$ cat src/rtl/restoring_division_reconstruct.sv
// Shift-add multiply-accumulate: dividend = quotient * divisor + remainder,
// one multiplier bit per cycle; the inverse of the restoring divider.
module restoring_division_reconstruct #(
  parameter int WIDTH = 16
) (
  input  logic                 clk,
  input  logic                 rst,
  input  logic                 src_valid,
  output logic                 src_ready,
  input  logic [WIDTH-1:0]     quotient,
  input  logic [WIDTH-1:0]     divisor,
  input  logic [WIDTH-1:0]     remainder,
  output logic                 dest_valid,
  input  logic                 dest_ready,
  output logic [2*WIDTH-1:0]   dividend,
  output logic [1:0]           state_o
);

  localparam int CW = (WIDTH > 1) ? $clog2(WIDTH) : 1;

  typedef enum logic [1:0] {
    IDLE = 2'd0,
    CALC = 2'd1,
    DONE = 2'd2
  } state_t;

  state_t               state_q, state_d;
  logic [2*WIDTH-1:0]   mcand_q, mcand_d;
  logic [WIDTH-1:0]     mplier_q, mplier_d;
  logic [2*WIDTH-1:0]   acc_q, acc_d;
  logic [2*WIDTH-1:0]   dividend_q, dividend_d;
  logic [CW-1:0]        cnt_q, cnt_d;
  logic [2*WIDTH-1:0]   acc_step;

  // Handshakes: a transfer happens on a rising edge where valid and ready are
  // both high; ready never depends combinationally on the opposite side, and
  // both are forced low while rst is high.
  assign src_ready  = (state_q == IDLE) && !rst;
  assign dest_valid = (state_q == DONE) && !rst;
  assign dividend   = dividend_q;
  assign state_o    = state_q;

  always_comb begin
    state_d    = state_q;
    mcand_d    = mcand_q;
    mplier_d   = mplier_q;
    acc_d      = acc_q;
    dividend_d = dividend_q;
    cnt_d      = cnt_q;
    acc_step   = mplier_q[0] ? (acc_q + mcand_q) : acc_q;
    case (state_q)
      IDLE: begin
        if (src_valid) begin
          mcand_d  = {{WIDTH{1'b0}}, divisor};
          mplier_d = quotient;
          acc_d    = {{WIDTH{1'b0}}, remainder};
          cnt_d    = '0;
          state_d  = CALC;
        end
      end
      CALC: begin
        acc_d    = acc_step;
        mcand_d  = mcand_q << 1;
        mplier_d = mplier_q >> 1;
        cnt_d    = cnt_q + 1'b1;
        // The last step's sum goes straight to the output register.
        if (cnt_q == CW'(WIDTH - 1)) begin
          dividend_d = acc_step;
          state_d    = DONE;
        end
      end
      DONE: begin
        if (dest_ready) state_d = IDLE;
      end
      default: state_d = IDLE;
    endcase
  end

  always_ff @(posedge clk) begin
    if (rst) begin
      state_q    <= IDLE;
      mcand_q    <= '0;
      mplier_q   <= '0;
      acc_q      <= '0;
      dividend_q <= '0;
      cnt_q      <= '0;
    end else begin
      state_q    <= state_d;
      mcand_q    <= mcand_d;
      mplier_q   <= mplier_d;
      acc_q      <= acc_d;
      dividend_q <= dividend_d;
      cnt_q      <= cnt_d;
    end
  end

endmodule

$ cat config.mk
export PLATFORM = sky130hd
export DESIGN_NAME = restoring_division_reconstruct
export DESIGN_NICKNAME = d
export VERILOG_FILES = /design/src/rtl/restoring_division_reconstruct.sv
export SDC_FILE = /design/constraint.sdc
export NUM_CORES = 1
export LEC_CHECK = 0
export BUFFER_PORTS_ARGS = -buffer_cell sky130_fd_sc_hd__buf_2
export CORE_AREA = 5 5 128 130
export CTS_CLUSTER_DIAMETER = 100
export DETAILED_ROUTE_END_ITERATION = 10
export DIE_AREA = 0 0 133 135
export GPL_ROUTABILITY_DRIVEN = 1
export PLACE_DENSITY = 0.75
export SKIP_LAST_GASP = 1
export SLEW_MARGIN = 5
export SYNTH_ARGS = -nofsm -noshare
export SYNTH_HDL_FRONTEND = slang
export SYNTH_SLANG_ARGS = --single-unit
$ cat constraint.sdc
create_clock -name clk -period 7.6 [get_ports clk]
set_clock_uncertainty 0.05 [all_clocks]
set_input_delay 0.38 -clock clk [delete_from_list [all_inputs] [get_ports clk]]
set_output_delay 0.38 -clock clk [all_outputs]
set_load 0.005 [all_outputs]
After elaboration in Yosys (flattened, before gate mapping)
Index checks and enable logic that the tools add are counted.
{ "word_totals": {"ff_bits": 118, "in_bits": 52, "out_inout_bits": 36} }
{ "op_classes": {"addsub": 2, "eq_ne": 6, "muxes": 13, "n_reduce_logical": 8} }
{ "op_table": {"columns": ["op", "count"], "rows": [
  ["one-hot mux 32 bit (2 select lines)", 2],
  ["2-to-1 mux 32 bit", 3],
  ["adder 32 bit", 1],
  ["one-hot mux 16 bit (2 select lines)", 1],
  ["2-to-1 mux 16 bit", 1],
  ["one-hot mux 4 bit (2 select lines)", 1],
  ["2-to-1 mux 2 bit", 3],
  ["!= test 2 bit (second input constant)", 3],
  ["one-hot mux 2 bit (3 select lines)", 1],
  ["adder 4 x 1 -> 4 bit (second input constant)", 1],
  ["== test 4 bit (second input constant)", 1],
  ["2-to-1 mux 4 bit", 1],
  ["AND reduction 2 bit", 2],
  ["AND reduction 3 bit", 1],
  ["== test 2 x 1 -> 1 bit (second input constant)", 1],
  ["== test 2 bit (second input constant)", 1],
  ["logical AND 1 bit", 2],
  ["logical NOT 2 bit", 1],
  ["nonzero test 2 bit", 1],
  ["logical NOT 1 bit", 1]
]} }

Depth between registers and ports, before layout
Gate-level depths: netlist of run 1.
{ "depth": {"depth_word": 3, "ltp_mapped": 11, "depth_no_buf": 11} }

Least setup slack after synthesis of run 1
Ideal clock, no wire load.
{ "synth_path": {"kind": "reg-to-reg", "startpoint": "register mcand_q[2]", "endpoint": "register dividend_q[27] (netlist: dividend[27])", "setup_time_ns": 0.120, "arrival_ns": 2.526, "setup_slack_ns": 4.904, "stages_incl_launch_ff": 11, "path_buffers": 0, "cell_sequence": "dfxtp_1 > ha_1 > o21ai_1 > o21a_1 > or4_4 > a21oi_4 > o31ai_4 > o31ai_4 > a21oi_2 > xnor2_1 > o31a_1"} }
{ "synth_via": {"elab_chain_cells": 2} }
{ "synth_rtl": {"columns": ["item", "line", "source"], "rows": [
  ["start: declaration", "28", "logic [2*WIDTH-1:0] mcand_q, mcand_d;"],
  ["start signal: assignment", "89", "mcand_q <= mcand_d;"],
  ["adder 32 bit", "50", "acc_step = mplier_q[0] ? (acc_q + mcand_q) : acc_q;"],
  ["2-to-1 mux 32 bit", "50", null],
  ["end signal: assignment", "92", "dividend_q <= dividend_d;"],
  ["end: declaration", "31", "logic [2*WIDTH-1:0] dividend_q, dividend_d;"]
]} }
Every way passes these cells.
A chain may end at the register's enable or synchronous reset.

Final worst setup path of run 1
{ "layout_path": {"startpoint": "register mcand_q[0]", "endpoint": "register dividend_q[26] (netlist: dividend[26])"} }
The elaborated chain is that of the path after synthesis.

==> results_dict.tcl, run 1 <==
set metrics [dict create \
    status "finished, final reports clean" \
    p_comb_share_pct 12.6 \
    synth_area_mm2 0.00661 \
    port_buffers 87 \
    htreeDepth 4 \
    grt_pass1_wl_um 29400 \
    antenna_found_initial 0 \
    floorplan.initialDensity_pct 43.9 \
    cap_violations 0 \
    cts_buffer_depth 2 \
    post-place-cells 1015 \
    cp_slowest_cell "fa_1" \
    slowest_delay_ns 0.41 \
    synth_fp_nets 875 \
    power_density_mw_per_mm2 213 \
    grt_start_max_net_pins 64 \
    holdBufCountCts 0 \
    io_pins 88 \
    rows 45 \
    clk_latency_ns 0.42 \
    path_max_fanout 4 \
    crit_top_cell "o21ai_1" \
    post_cts_resize_count 0 \
    cts.sinks 118 \
    period_needed_ns 2.99 \
    drive_above_1_share_pct 20.7 \
    coreArea_mm2 0.0150 \
    slew_violations 0 \
    clockPowerShare_pct 47.1 \
    max_slew_margin_pct 28.4 \
    p_total_uw 1650 \
    ys.warnings.count 0 \
    yosys-top-cells-count "dfxtp_1 (118), nor2_1 (115), a21oi_1 (96)" \
    drc 0 \
    cts_made_buffers 17 \
    routed_wirelength_um 18000 \
    cts_tree "built" \
    end_kind "flop" \
    firstDrtPassIters 5 \
    fp.dieH_um 135 \
    synthCells 790 \
    synth.most_common_cell "dfxtp_1" \
    track_usage_pct 20.1 \
    diodes 0 \
    yosysTopAreaCellShare_pct 35.8 \
    yosysTopAreaCell "dfxtp_1" \
    synth_enable_flop_cells 0 \
    crit_type "reg -> reg" \
    crit_chain "ha_1 > fa_1 > a21o_1 > a21oi_1 > o21ai_1 > a31o_1 > nand3_1 > o21ai_1 > a41oi_1 > xnor2_1 > o31a_1" \
    synth_seq_cells 118 \
    synth_cell_type_count 66 \
    syn_area_per_cell_um2 8.36 \
    n_fill_cell 1412 \
    avgViaCountPerCell 5.92 \
    hp-class "in -> reg" \
    p_sw_share_pct 24.9 \
    routed-via-count 6191 \
    wl_per_cell_um 17.2 \
    place_congestion 0.891 \
    peakVddDrop_mv 0.144 \
    grt-ovfl-total 0 \
    path_clk_slew_ns 0.05 \
    ant_nets 0 \
    die_w_um 133 \
    first_iter_violations 513 \
    synth-main-ff-cell "dfxtp_1" \
    fin_nets 931 \
    synth_seq_area_share_pct 35.8 \
    grt_pass1_vias 5844 \
    die_area_mm2 0.0180 \
    start_kind "flop" \
    intPower_uw 1240 \
    synth_area_leaders "dfxtp_1 (36%), a21oi_1 (7.3%), nor2_1 (6.5%), ha_1 (6.1%), o221a_2 (5.1%)" \
    fin_util_pct 51.3 \
    cts_setup_buffers 0 \
    async_flop_share_pct 0 \
    regArea_mm2 0.00236 \
    finalSetupTns_ns 0 \
    syn_to_final_growth_pct 16.8 \
    worst-slew-pin-transition_ns 1.07 \
    required_ns 7.86 \
    finalSetupViolCount 0 \
    leakage_uw 0.00332 \
    hold_viol 0 \
    pwr-share-seq_pct 40.3 \
    clockRootBuffer "clkbuf_16" \
    stdcell_count 1046 \
    switching_power_uw 410 \
    multi_input_area_mm2 0.00398 \
    rsz0062_at_grt "no" \
    dpl.hpwl_um 12000 \
    min_period_over_period_pct 39.4 \
    max_freq_mhz 334 \
    critPathArrivalTime_ns 3.25 \
]
[state kept, by name (all words and copies together), names as in the netlist]
| name | count |
|---|---|
| state_o | 2 |
| cnt_q | 4 |
| mplier_q | 16 |
| acc_q | 32 |
| dividend | 32 |
| mcand_q | 32 |
[cell type report]
cell class / count / area share (%)
Timing Repair Buffer: 98 / 6.71
Clock buffer: 29 / 7.00
Multi-Input combinational cell: 600 / 51.6
Clock inverter: 2 / 0.454
Inverter: 11 / 0.535
Sequential cell: 118 / 30.6
Tap cell: 188 / 3.05
[power groups by stage]
stage	combinational, uW	clock (uW)	sequential [uW]
2_1_floorplan	156	0	668
3_3_place_gp	202	0	675
3_5_place_dp	205	0	676
4_1_cts	206	788	663
5_1_grt	230	814	666
6_report	208	775	664
[logic make-up after synthesis]
| kind of cell | count (synthesis) | share of synthesized area [%] |
|---|---|---|
| AOI/OAI and AO/OA | 278 | 30.6 |
| xor gates and xnor gates | 29 | 3.84 |
| adders and majority gates | 33 | 6.36 |
| buffers and inverters | 72 | 4.13 |
| DFF | 118 | 35.8 |
| muxes | 13 | 2.03 |
| and+or+nand+nor | 247 | 17.3 |
[placed cells by master (no fill, tap or decap), drive strengths merged, types with 6 or more instances in the layout]
| cell | netlist | routed |
|---|---|---|
| nand2 | 38 | 38 |
| dfxtp | 118 | 118 |
| o21ai | 35 | 35 |
| a21oi | 98 | 98 |
| buf | 8 | 98 |
| xor2 | 11 | 11 |
| nor3 | 16 | 16 |
| a22oi | 26 | 26 |
| nand3 | 16 | 16 |
| a21o | 14 | 14 |
| a22o | 11 | 11 |
| ha | 32 | 32 |
| o221a | 30 | 30 |
| a211oi | 6 | 6 |
| mux2i | 10 | 10 |
| clkbuf | 53 | 29 |
| xnor2 | 18 | 18 |
| nor2b | 36 | 36 |
| a221oi | 7 | 7 |
| inv | 10 | 10 |
| a31oi | 6 | 6 |
| nor2 | 115 | 115 |
[worst max-delay path, delay by kind of cell (launching register included)]
kind            cells  cell delay (ns)
simple gates        1             0.12
compound gates      7             1.62
xor+xnor            1             0.12
fa+ha+maj           2             0.65
flops               1             0.33
[metrics by stage]
step	setup WS [ns]	hold slack (ns)	instance area [um^2]
after detailed placement	4.65	0.394	7140
after global placement	4.71	0.390	7140
final	4.61	0.149	7720
after CTS	4.64	0.140	7720
after global routing	4.44	0.172	7720
after floorplan	4.90	0.392	6610
[final timing paths]
check                           start                        end  slack, ns  cells after the start
max reg2reg   mcand_q[0]$_SDFFE_PP0P_  dividend[26]$_SDFFE_PP0P_       4.61                     11
max           mcand_q[0]$_SDFFE_PP0P_  dividend[26]$_SDFFE_PP0P_       4.61                     11
min                      quotient[15]  mplier_q[15]$_SDFFE_PP0P_       0.15                      3
min reg2reg  dividend[7]$_SDFFE_PP0P_   dividend[7]$_SDFFE_PP0P_       0.40                      2
[layer usage]
metal | global-route usage [%] | vias up | wire length (um) | part of all wire (%)
met5 | 0 | - | 0 | 0
met4 | 8.03 | 0 | 369 | 2.0
met3 | 4.88 | 27 | 1320 | 7.3
met2 | 31.3 | 215 | 8110 | 45
met1 | 26.9 | 2937 | 8230 | 46
li1 | - | 3012 | - | -
(Power assumes the default switching activity.)
==> run 2, diff against run 1 <==
==> constraint.sdc (replaced) <==
create_clock -name clk -period 3 [get_ports clk]
set_clock_uncertainty 0.05 [all_clocks]
set_input_delay 0.15 -clock clk [delete_from_list [all_inputs] [get_ports clk]]
set_output_delay 0.15 -clock clk [all_outputs]
set_load 0.005 [all_outputs]
==> run 2 against run 1 <==
Against the previous run: utilization increased by 2.3 points; combinational power grew to 2.7 times the previous value; die area stayed put; highest routed layer unchanged.
==> results_dict.tcl, run 2 (same netlist as run 1, synthesis figures left out) <==
set metrics [dict create \
    die_w_um 133 \
    slew_violations 0 \
    max_freq_mhz 345 \
    track_usage_pct 20.7 \
    first_iter_violations 746 \
    drc 0 \
    required_ns 3.25 \
    dpl.hpwl_um 12600 \
    drive_above_1_share_pct 23.5 \
    wl_per_cell_um 17.7 \
    rsz0062_at_grt "yes" \
    die_area_mm2 0.0180 \
    design_area_mm2 0.00806 \
    max_slew_margin_pct 54.1 \
    grt-ovfl-total 0 \
    place_ws_ns 0.0366 \
    port_buffers 87 \
    crit_top_cell "o31ai_4" \
    grt_pass1_vias 6108 \
    finalSetupViolCount 0 \
    cts_tree "built" \
    coreArea_mm2 0.0150 \
    fin_nets 959 \
    cts.sinks 118 \
    place_congestion 0.889 \
    worstReg2RegStart "acc_q[2]$_SDFFE_PP0P_" \
    crit_chain "ha_4 > o21ai_1 > o21a_1 > or4_4 > a21oi_4 > o31ai_4 > o31ai_4 > buf_4 > a31oi_4 > xor2_1 > o22ai_2" \
    worstHoldStart "remainder[12]" \
    crit_type "reg -> reg" \
    routed-via-count 6385 \
    clk_latency_ns 0.41 \
    grt_start_max_net_pins 63 \
    fin_hold_ws_ns 0.0192 \
    end_kind "flop" \
    peakVddDrop_mv 0.364 \
    power_density_mw_per_mm2 542 \
    cts_made_buffers 17 \
    diodes 0 \
    routed_wirelength_um 19000 \
    slowest_delay_ns 0.51 \
    antenna_found_initial 0 \
    clockRootBuffer "clkbuf_16" \
    rows 45 \
    fin_ws_ns 0.101 \
    floorplan.initialDensity_pct 43.9 \
    critPathArrivalTime_ns 3.15 \
    hold_viol 0 \
    min_period_over_period_pct 96.6 \
    grt_pass1_wl_um 30600 \
    final_common_cell "nor2_1" \
    path_max_fanout 4 \
    leakage_uw 0.00345 \
    start_kind "flop" \
    status "finished, final reports clean" \
    reg2reg_slack_ns 0.10 \
    ant_nets 0 \
    final_cell_mix "nor2_1 (113), dfxtp_1 (112), a21oi_1 (95)" \
    period_needed_ns 2.90 \
    cap_violations 0 \
    htreeDepth 4 \
    firstDrtPassIters 6 \
    avgViaCountPerCell 5.95 \
    fin_util_pct 53.6 \
    cp_slowest_cell "or4_4" \
    hp-class "in -> reg" \
    placed_area_mm2 0.00721 \
    startpoint "acc_q[2]$_SDFFE_PP0P_" \
    fp.dieH_um 135 \
    cts_buffer_depth 2 \
    io_pins 88 \
    worst-slew-pin-transition_ns 0.682 \
    path_clk_slew_ns 0.05 \
    syn_to_final_growth_pct 22.0 \
]
-- run 2: cell count changes in the layout (fill, tap and decap cells not counted), sizes merged --
cell / delta
bufinv: +2
clkbuf: -6
dlygate4sd3: +13
clkinvlp: +2
clkinv: +2
buf: +15
-- run 2: area by class of cell --
| cell class | count | area [um^2] |
|---|---|---|
| Clock buffer | 23 | 498 |
| Clock inverter | 8 | 120 |
| Fill cell | 1326 | 6980 |
| Inverter | 11 | 41.3 |
| Multi-Input combinational cell | 600 | 4030 |
| Sequential cell | 118 | 2370 |
| Tap cell | 188 | 235 |
| Timing Repair Buffer | 126 | 761 |
-- run 2: stage by stage --
stage,setup TNS (ns),power [uW],instances
2_1_floorplan,0,2090,790
3_3_place_gp,0,2230,1025
3_5_place_dp,0,2240,1025
4_1_cts,0,4360,1069
5_1_grt,-0.184,4520,1074
6_report,0,4370,1074
-- run 2: repair_timing --
item | CTS | global route
gates resized for setup | 0 | 13
hold buffers | 13 | 0
setup buffers | 0 | 5
hold endpoints to repair | 13 | 0
setup endpoints to repair | 0 | 13
-- run 2: final timing paths --
check | end | depth (start not counted)
worst max-delay path | acc_q[31]$_SDFFE_PP0P_ | 11
worst min register to register | dividend[2]$_SDFFE_PP0P_ | 2
worst min-delay path | acc_q[12]$_SDFFE_PP0P_ | 3
worst max register to register | acc_q[31]$_SDFFE_PP0P_ | 11
-- run 2: report_power, final --
group          internal [uW]  switching (uW)
clock                   1410             713
sequential              1630            58.3
combinational            241             320
total                   3280            1090
-- run 2: layer usage --
layer  wire [um]  track usage [%]
met5           0                0
met4         474             6.93
met3        1310             4.02
met2        8480             33.0
met1        8770             28.1
-- run 2: critical path: cells and delay by family (launching register included) --
| family | cells | cell delay (ns) |
|---|---|---|
| compound gates | 7 | 1.20 |
| xor+xnor | 1 | 0.20 |
| fa+ha+maj | 1 | 0.30 |
| buf+inv | 1 | 0.18 |
| flops | 1 | 0.34 |
| simple gates | 1 | 0.51 |
